### config.mk
export PLATFORM = sky130hd
export DESIGN_NAME = led_frame_ctrl
export DESIGN_NICKNAME = d
export VERILOG_FILES = /design/src/rtl/led_pkg.sv /design/src/rtl/rr_arbiter2.sv /design/src/rtl/led_frame_ctrl.sv
export SDC_FILE = /design/constraint.sdc
export NUM_CORES = 1
export LEC_CHECK = 0
export BUFFER_PORTS_ARGS = -buffer_cell sky130_fd_sc_hd__buf_2
export CORE_UTILIZATION = 54
export DETAILED_ROUTE_END_ITERATION = 8
export GPL_ROUTABILITY_DRIVEN = 0
export GPL_TIMING_DRIVEN = 0
export PLACE_DENSITY = 0.78
export SYNTH_ARGS = -nofsm -noshare
export SYNTH_HDL_FRONTEND = slang
export SYNTH_SLANG_ARGS = --single-unit
### constraint.sdc
create_clock -name clk12MHz -period 2.1 [get_ports clk12MHz]
set_clock_uncertainty 0.05 [all_clocks]
set_input_delay 0.21 -clock clk12MHz [delete_from_list [all_inputs] [get_ports clk12MHz]]
set_output_delay 0.21 -clock clk12MHz [all_outputs]
set_load 0.03 [all_outputs]
### src/rtl/led_pkg.sv
// Shared types for the LED frame controller.
//   ROWS / ROW_W : matrix geometry (4 rows x 8 LEDs)
//   row_idx_t    : row selector
//   row_data_t   : one row of LED bits, bit n = LED n+1
//   swap_state_t : back->front swap FSM states
package led_pkg;
  localparam int ROWS  = 4;
  localparam int ROW_W = 8;

  typedef logic [1:0]       row_idx_t;
  typedef logic [ROW_W-1:0] row_data_t;

  typedef enum logic {
    IDLE    = 1'b0,
    PENDING = 1'b1
  } swap_state_t;
endpackage

### src/rtl/rr_arbiter2.sv
// Two-requester round-robin arbiter.
//   clk12MHz  in   clock
//   reset     in   synchronous active-high reset (req[0] wins first tie)
//   req[1:0]  in   request lines
//   gnt[1:0]  out  combinational one-hot (or zero) grant
module rr_arbiter2 (
  input  logic       clk12MHz,
  input  logic       reset,
  input  logic [1:0] req,
  output logic [1:0] gnt
);
  // 1 = requester 0 was granted most recently
  logic last;

  always_comb begin
    gnt = req;
    if (req == 2'b11) gnt = last ? 2'b10 : 2'b01;
  end

  always_ff @(posedge clk12MHz) begin
    if (reset)     last <= 1'b0;
    else if (|gnt) last <= gnt[0];
  end
endmodule

### src/rtl/led_frame_ctrl.sv
// Double-buffered frame controller for the 4x8 LED matrix.
//   clk12MHz, reset               clock, synchronous active-high reset
//   a_req/a_row/a_data/a_ack      writer A (held until ack; ack = commit edge)
//   b_req/b_row/b_data/b_ack      writer B
//   swap_req                      pulse: copy back->front at next frame boundary
//   swap_pending, swap_done       swap status (registered)
//   frame_tick                    last cycle of each frame (combinational)
//   leds1..leds4                  front buffer rows 0..3
module led_frame_ctrl
  import led_pkg::*;
#(
  parameter int FRAME_CYCLES = 4096
) (
  input  logic      clk12MHz,
  input  logic      reset,
  input  logic      a_req,
  input  row_idx_t  a_row,
  input  row_data_t a_data,
  output logic      a_ack,
  input  logic      b_req,
  input  row_idx_t  b_row,
  input  row_data_t b_data,
  output logic      b_ack,
  input  logic      swap_req,
  output logic      swap_pending,
  output logic      swap_done,
  output logic      frame_tick,
  output row_data_t leds1,
  output row_data_t leds2,
  output row_data_t leds3,
  output row_data_t leds4
);
  localparam int TW = $clog2(FRAME_CYCLES);

  logic [TW-1:0] timer;
  row_data_t     back  [ROWS];
  row_data_t     front [ROWS];
  swap_state_t   state;
  logic [1:0]    gnt;
  logic          wr_en, copy;
  row_idx_t      wr_row;
  row_data_t     wr_data;

  rr_arbiter2 u_arb (
    .clk12MHz (clk12MHz),
    .reset    (reset),
    .req      ({b_req, a_req}),
    .gnt      (gnt)
  );

  // No commit happens while reset is asserted, so no ack either.
  assign a_ack   = gnt[0] & ~reset;
  assign b_ack   = gnt[1] & ~reset;
  assign wr_en   = a_ack | b_ack;
  assign wr_row  = a_ack ? a_row  : b_row;
  assign wr_data = a_ack ? a_data : b_data;

  assign frame_tick = (timer == TW'(FRAME_CYCLES - 1));
  // A request landing on the tick itself is served immediately.
  assign copy = frame_tick & ((state == PENDING) | swap_req);

  assign leds1 = front[0];
  assign leds2 = front[1];
  assign leds3 = front[2];
  assign leds4 = front[3];

  always_ff @(posedge clk12MHz) begin
    if (reset) begin
      timer        <= '0;
      state        <= IDLE;
      swap_pending <= 1'b0;
      swap_done    <= 1'b0;
      for (int i = 0; i < ROWS; i++) begin
        back[i]  <= '0;
        front[i] <= '0;
      end
    end else begin
      timer     <= frame_tick ? '0 : timer + 1'b1;
      swap_done <= copy;
      // Copy samples back before this edge's write lands.
      if (copy) front <= back;
      if (wr_en) back[wr_row] <= wr_data;
      case (state)
        IDLE: if (swap_req && !frame_tick) begin
          state        <= PENDING;
          swap_pending <= 1'b1;
        end
        PENDING: if (frame_tick) begin
          state        <= IDLE;
          swap_pending <= 1'b0;
        end
        default: begin
          state        <= IDLE;
          swap_pending <= 1'b0;
        end
      endcase
    end
  end
endmodule

==> results of run 1 <==
## logic make-up after synthesis
kind of cell,Yosys count,synth area share
AO/OA/AOI/OAI,29,0.0678
AND/OR/NAND/NOR,107,0.179
adder cells (fa/ha/maj),1,0.00383
buffers and inverters,29,0.0418
multiplexers,64,0.196
flip-flops,80,0.490
XOR/XNOR,8,0.0215
## power by group
| part | internal (W) | switching, W | total (W) |
|---|---|---|---|
| Combinational | 0.0000802 | 0.000117 | 0.000198 |
| Clock | 0.000671 | 0.000574 | 0.00124 |
| Sequential | 0.00155 | 0.0000211 | 0.00157 |
| Total | 0.00230 | 0.000712 | 0.00301 |
## worst max-delay path, stage by stage, from the launching register on
cell and delay [ns]:
dfxtp_1 0.35, ha_2 0.25, nand3_2 0.21, nor4_4 0.32, buf_2 0.25
## flip-flops by register name, summed over array words and instances (netlist names), 8 cells and up
signal and count:
leds1 8, timer 12, leds4 8, leds3 8, back 32, leds2 8
## how the worst min path moves through the flow
| stage | startpoint | to | cells past startpoint |
|---|---|---|---|
| finish | swap_req | state | 3 |
| global route | swap_req | state | 3 |
| CTS | swap_req | state | 3 |
| detailed placement | timer[0] | timer[0] | 1 |
| global placement | timer[0] | timer[0] | 1 |
| floorplan | swap_req | state | 2 |
## area by class of cell
cell class,instances,share of cell area
multi-input cells,209,0.397
plain buffers,16,0.0224
inverters,13,0.0125
flip-flops and latches,80,0.410
clock inverters,7,0.0243
repair buffers,61,0.0794
clock buffers,9,0.0317
well taps,72,0.0230
## what timing repair did
| action | CTS | global route |
|---|---|---|
| gates cloned | 0 | 0 |
| hold endpoints to repair | 0 | 0 |
| gates resized for setup | 1 | 3 |
| setup buffers | 2 | 0 |
| pin swaps | 1 | 0 |
| endpoints found under the setup margin | 30 | 2 |
## routing by layer
layer / up-vias / track usage / part of all wire
met3: 8 / 0.0617 / 0.052
met4: 0 / 0.0893 / 0.016
met1: 1125 / 0.297 / 0.45
met5: - / 0 / 0
met2: 64 / 0.397 / 0.48
li1: 1218 / - / -
## synth_stat cells
| cell type | number |
|---|---|
| a211oi_1 | 8 |
| a21oi_1 | 12 |
| a32o_1 | 1 |
| a32oi_4 | 1 |
| and2_1 | 3 |
| and4_1 | 1 |
| buf_2 | 4 |
| buf_6 | 3 |
| clkbuf_1 | 9 |
| dfxtp_1 | 80 |
| ha_1 | 1 |
| inv_1 | 13 |
| mux2i_1 | 64 |
| nand2_1 | 5 |
| nand2b_1 | 35 |
| nand3_1 | 4 |
| nand3b_1 | 2 |
| nand4_1 | 2 |
| nand4_4 | 1 |
| nor2_1 | 44 |
| nor2b_1 | 2 |
| nor3_1 | 1 |
| nor4_1 | 1 |
| nor4_4 | 1 |
| o211ai_1 | 1 |
| o21ai_0 | 3 |
| o32ai_2 | 2 |
| o41ai_1 | 1 |
| or2_2 | 2 |
| or3_2 | 1 |
| or3b_2 | 1 |
| or4b_1 | 1 |
| xnor2_1 | 2 |
| xor2_1 | 6 |
## per-stage QoR
| step | utilization | cell area, um^2 | hold slack [ns] | worst slack [ns] | instances |
|---|---|---|---|---|---|
| floorplan | - | 3270 | 0.289 | 0.0231 | 318 |
| global placement | 0.644 | 3660 | 0.371 | -0.149 | 449 |
| detailed placement | 0.644 | 3660 | 0.386 | -0.165 | 449 |
| CTS | 0.687 | 3900 | 0.0703 | 0.0559 | 467 |
| global route | 0.689 | 3910 | 0.0916 | 0.00884 | 467 |
| finish | 0.689 | 3910 | 0.0721 | 0.0956 | 467 |
==> key figures, run 1 <==
Detailed routing
  • Residual DRC count: 0
  • Detailed-route via count: approximately 2,400
  • Wire per inst: between 10 and 15 um
  • DRT iter0 DRCs: 99
  • Routed WL: 7.00 mm
  • Vias per cell: 5.17
  • First-pass DRT Iterations: 4
  • Final ANT Viol Nets: 0

Global route
  • GRT Total Usage: 0.239
  • First-pass GRT wire length: between 10 and 15 mm
  • Overflow after GRT: 0
  • Pin count of the biggest net entering global routing: 15
  • Vias in the first global route: between 2,000 and 2,500
  • Initial antenna violation count: 0

Final layout
  • Layout cells sized above 1: 0.246
  • Most common cell after layout, fill and taps aside: dfxtp_1
  • Multi-input gate area: between 1500 and 2000 um^2
  • Fill count: 484
  • NumNets Final: approximately 420
  • Commonest cells after routing, fill and taps aside: 80 x dfxtp_1, 64 x mux2i_1, 63 x buf_2, 44 x nor2_1, 35 x nand2b_1
  • Area Growth Syn to Fin: 19.7%
  • # diodes: 0
  • Storage element area: 1600 um^2

Placed design
  • Hpwl dp: just under 5 mm
  • Buffers added on ports: 59

Synth
  • Syn_area_per_cell: slightly above 10 um^2
  • Unique masters post-synth: 34
  • Syn Inst Count: 318
  • Synth top area share: 0.490
  • Yosys top cell by area: dfxtp_1
  • Synth area leaders: dfxtp_1 49%, mux2i_1 20%, nand2b_1 6.7%
  • Total of warnings raised by yosys: 0
  • Sequential-to-total area share from yosys stat: 0.490
  • Syn Nets: about 340
  • Seq cells post-synth: 80
  • Post-Syn Area: ~3300 um^2

Die
  • Die width: between 70 and 80 um
  • Die height: roughly 80 um
  • # IOs: slightly above 60
  • Rows: 27
  • CORE AREA: about 5700 um^2
  • Starting density of the core: 0.575
  • Die area: approximately 6400 um^2

Setup path
  • Arr. time, crit path: 1.74 ns
  • Critical path type: flop to primary output
  • R2R setup slack: 0.16 ns
  • Critical path required time: between 1.5 and 2 ns
  • Worst reg2reg path depth: 7
  • Reg-to-reg endpoint: leds1[0]
  • CP Launch Type: flop
  • Worst-path maximum fanout: 6
  • RR Startpoint: timer[0]
  • CP Capture Type: primary output
  • Worst setup endpoint: frame_tick
  • Setup crit start: timer[0]

STA
  • Post-route clock period utilization: 0.954
  • Final setup vio count: 0
  • Slew @ Worst Pin: slightly above 1 ns
  • Final TNS setup: 0 ns
  • Hold Fails Final Rpt: 0
  • Pins Over Slew Limit: 0
  • Final critical-path required period: ~2 ns
  • Slew HR: 0.313
  • F_max: roughly 500 MHz
  • RSZ-0062 raised after global routing: no

Clocking
  • Num Clock Sinks: 80
  • Clock tree buffer depth: 2
  • Worst skew pair latency: between 0.3 and 0.4 ns
  • Post-cts hold buffer count: 0
  • Root Driver: clkbuf_8
  • Reg clk slew, reported paths: roughly 0.08 ns
  • CTS Buf Count: 9
  • H-tree depth: 3
  • CTS tree: done

Worst hold path
  • Hold Crit Class: input pin to flop

Power and ir drop
  • Total chip power: ~0.0030 W
  • Pwr Density: approximately 770 nW/um^2
  • VDD IR max: 0.522 mV
  • LEAKAGE: around 1.6 nW

Run
  • Max cap viols: 0

Status
  • Status: finished clean
Note: power is estimated with default switching activity, not from simulation.
==> run 2, diff against run 1 <==
CORE_UTILIZATION = 40   (was 54)
PLACE_DENSITY = not set   (was 0.78)
==> run 2 against run 1 <==
Net effect: cell count grew 6.2%; routed wire length grew 4.4%; core utilization is 18 points lower; critical endpoint is now back[21]; highest routed layer unchanged.
==> key figures, run 2 (same netlist as run 1, synthesis figures left out) <==
Status
  • Status: finished clean (unchanged)

STA
  • F_max: 512 MHz (was 499 MHz)
  • Pins Over Slew Limit: 0 (unchanged)
  • Slew HR: 0.303 (was 0.313)
  • Final worst slack: 0.148 ns (was 0.0956 ns)
  • Hold Fails Final Rpt: 0 (unchanged)
  • Final TNS setup: 0 ns (unchanged)
  • Slew @ Worst Pin: 1.04 ns (was 1.03 ns)
  • Post-route clock period utilization: 0.930 (was 0.954)
  • RSZ-0062 raised after global routing: no (unchanged)
  • Final critical-path required period: 1.95 ns (was 2.00 ns)
  • Final setup vio count: 0 (unchanged)

Power and ir drop
  • Clock share of power: 0.458 (was 0.413)
  • LEAKAGE: 1.63 nW (was 1.62 nW)
  • Pwr Density: 819 nW/um^2 (was 770 nW/um^2)
  • Int Pwr: 0.00257 W (was 0.00230 W)
  • Switching fraction of total power: 0.214 (was 0.237)
  • Net Switching: 0.000700 W (was 0.000712 W)
  • Register share of total power: 0.480 (was 0.521)
  • VDD IR max: 0.418 mV (was 0.522 mV)
  • Combinational share of power: 0.062 (was 0.066)
  • Total chip power: 0.00327 W (was 0.00301 W)

Detailed routing
  • Wire per inst: 14.7 um (was 15.0 um)
  • Met1 WL: 3.65 mm (was 3.17 mm)
  • Residual DRC count: 0 (unchanged)
  • Detailed-route via count: 2,415 (unchanged)
  • Final ANT Viol Nets: 0 (unchanged)
  • First-pass DRT Iterations: 4 (unchanged)
  • Metal2 WL: 3.22 mm (was 3.35 mm)
  • Met3 wire length: 265 um (was 367 um)
  • Vias per cell: 4.87 (was 5.17)
  • Highest metal used: met4 (unchanged)
  • Routed WL: 7.31 mm (was 7.00 mm)
  • DRT iter0 DRCs: 76 (was 99)

Worst hold path
  • Hold Crit Endpoint: state (unchanged)
  • Critical hold path startpoint: swap_req (unchanged)
  • Hold Path Depth: 3 (unchanged)
  • Hold Crit Class: input pin to flop (unchanged)

Setup path
  • RR Startpoint: u_arb.last (was timer[0])
  • Worst reg2reg path depth: 4 (was 7)
  • R2R setup slack: 0.15 ns (was 0.16 ns)
  • Reg-to-reg endpoint: back[21] (was leds1[0])
  • Critical path required time: 2.31 ns (was 1.84 ns)
  • Arr. time, crit path: 2.17 ns (was 1.74 ns)
  • CP Capture Type: flop (was primary output)
  • CP Launch Type: flop (unchanged)
  • Critical path type: flop to flop (was flop to primary output)
  • Worst-path maximum fanout: 8 (was 6)

Clocking
  • Root Driver: clkbuf_8 (unchanged)
  • Reg clk slew, reported paths: 0.08 ns (about the same)
  • H-tree depth: 3 (unchanged)
  • Clock tree buffer depth: 2 (unchanged)
  • Num Clock Sinks: 80 (unchanged)
  • CTS tree: done (unchanged)
  • Worst skew pair latency: 0.34 ns (was 0.35 ns)
  • CTS Buf Count: 9 (unchanged)

Run
  • Max cap viols: 0 (unchanged)

Final layout
  • Fill count: 759 (was 484)
  • Commonest cells after routing, fill and taps aside: 80 x dfxtp_1, 64 x mux2i_1, 63 x buf_2, 44 x nor2_1, 35 x nand2b_1 (unchanged)
  • NumNets Final: 416 (unchanged)
  • Biggest register: back (unchanged)
  • # diodes: 0 (unchanged)
  • Largest register FFs: 32 (unchanged)
  • Area Growth Syn to Fin: 22.1% (was 19.7%)
  • Largest regs: back: 32 flops, timer: 12 flops (unchanged)
  • Layout cells sized above 1: 0.244 (was 0.246)
  • Most common cell after layout, fill and taps aside: dfxtp_1 (unchanged)

Placed design
  • Hpwl dp: 5.10 mm (was 4.85 mm)
  • DP Worst Slack: -0.212 ns (was -0.165 ns)
  • Buffers added on ports: 59 (unchanged)

Die
  • Die area: 8530 um^2 (was 6360 um^2)
  • Starting density of the core: 0.418 (was 0.575)
  • Rows: 32 (was 27)
  • Die height: 92.4 um (was 79.8 um)
  • Die width: 92.4 um (was 79.8 um)
  • # IOs: 62 (unchanged)
  • CORE AREA: 7810 um^2 (was 5680 um^2)

Global route
  • Initial antenna violation count: 0 (unchanged)
  • Vias in the first global route: 2,366 (was 2,350)
  • GRT Total Usage: 0.183 (was 0.239)
  • First-pass GRT wire length: 11.9 mm (was 11.3 mm)
  • Overflow after GRT: 0 (unchanged)
  • Pin count of the biggest net entering global routing: 14 (was 15)
run 2: cell count changes in the layout (fill, tap and decap cells not counted):
cell / change
clkinv_2: -2
inv_6: -1
nor4_4: -1
clkinvlp_4: -1
nor4_2: +1
bufinv_16: +2
clkbuf_8: +1
run 2: power by group through the flow:
| stage | Clock, W | Combinational (W) | Sequential [W] |
|---|---|---|---|
| 3_5_place_dp | 0 | 0.000203 | 0.00160 |
| 6_report | 0.00149 | 0.000204 | 0.00157 |
| 5_1_grt | 0.00160 | 0.000224 | 0.00157 |
| 3_3_place_gp | 0 | 0.000201 | 0.00160 |
| 4_1_cts | 0.00153 | 0.000204 | 0.00157 |
| 2_1_floorplan | 0 | 0.000128 | 0.00160 |
run 2: how the worst max path moves through the flow:
| stage | from | to | slack, ns | depth (start not counted) |
|---|---|---|---|---|
| floorplan | timer[0] | timer[2] | 0.02 | 6 |
| global placement | timer[0] | leds3[1] | -0.20 | 6 |
| detailed placement | timer[0] | leds3[6] | -0.21 | 6 |
| CTS | u_arb.last | a_ack | 0.07 | 5 |
| global route | timer[0] | leds3[5] | 0.008 | 7 |
| finish | u_arb.last | back[21] | 0.15 | 4 |
run 2: cell type report:
type | instances | area (um^2) | area share
buffer | 16 | 87.6 | 0.0220
clock buffer | 10 | 138 | 0.0345
clock inverter | 5 | 129 | 0.0323
inverter | 13 | 48.8 | 0.0122
multi-input combinational | 209 | 1540 | 0.387
sequential | 80 | 1600 | 0.402
tap | 102 | 128 | 0.0320
timing repair buffer | 61 | 310 | 0.0778
run 2: layer usage:
metal | global-route usage | up-vias
li1 | - | 1221
met1 | 0.248 | 1125
met2 | 0.275 | 54
met3 | 0.0443 | 15
met4 | 0.0794 | 0
met5 | 0 | -
run 2: per-stage QoR:
step           utilization  hold slack [ns]  std cells  area [um^2]
3_5_place_dp         0.473            0.392        479         3690
6_report             0.511           0.0831        496         3990
2_1_floorplan            -            0.289        318         3270
4_1_cts              0.510           0.0693        496         3980
3_3_place_gp         0.473            0.373        479         3690
5_1_grt              0.511           0.0651        496         3990
run 2: worst max-delay path: stages, from the launching register on:
cell and delay [ns]:
dfxtp_1 0.36, nand2b_1 0.14, nand3b_1 0.17, o32ai_2 0.88, mux2i_1 0.27
run 2: what timing repair did:
action,CTS,global route
setup buffers,2,0
hold buffers,0,0
pin swaps,1,0
resized for setup,1,2
setup endpoints to repair,34,28
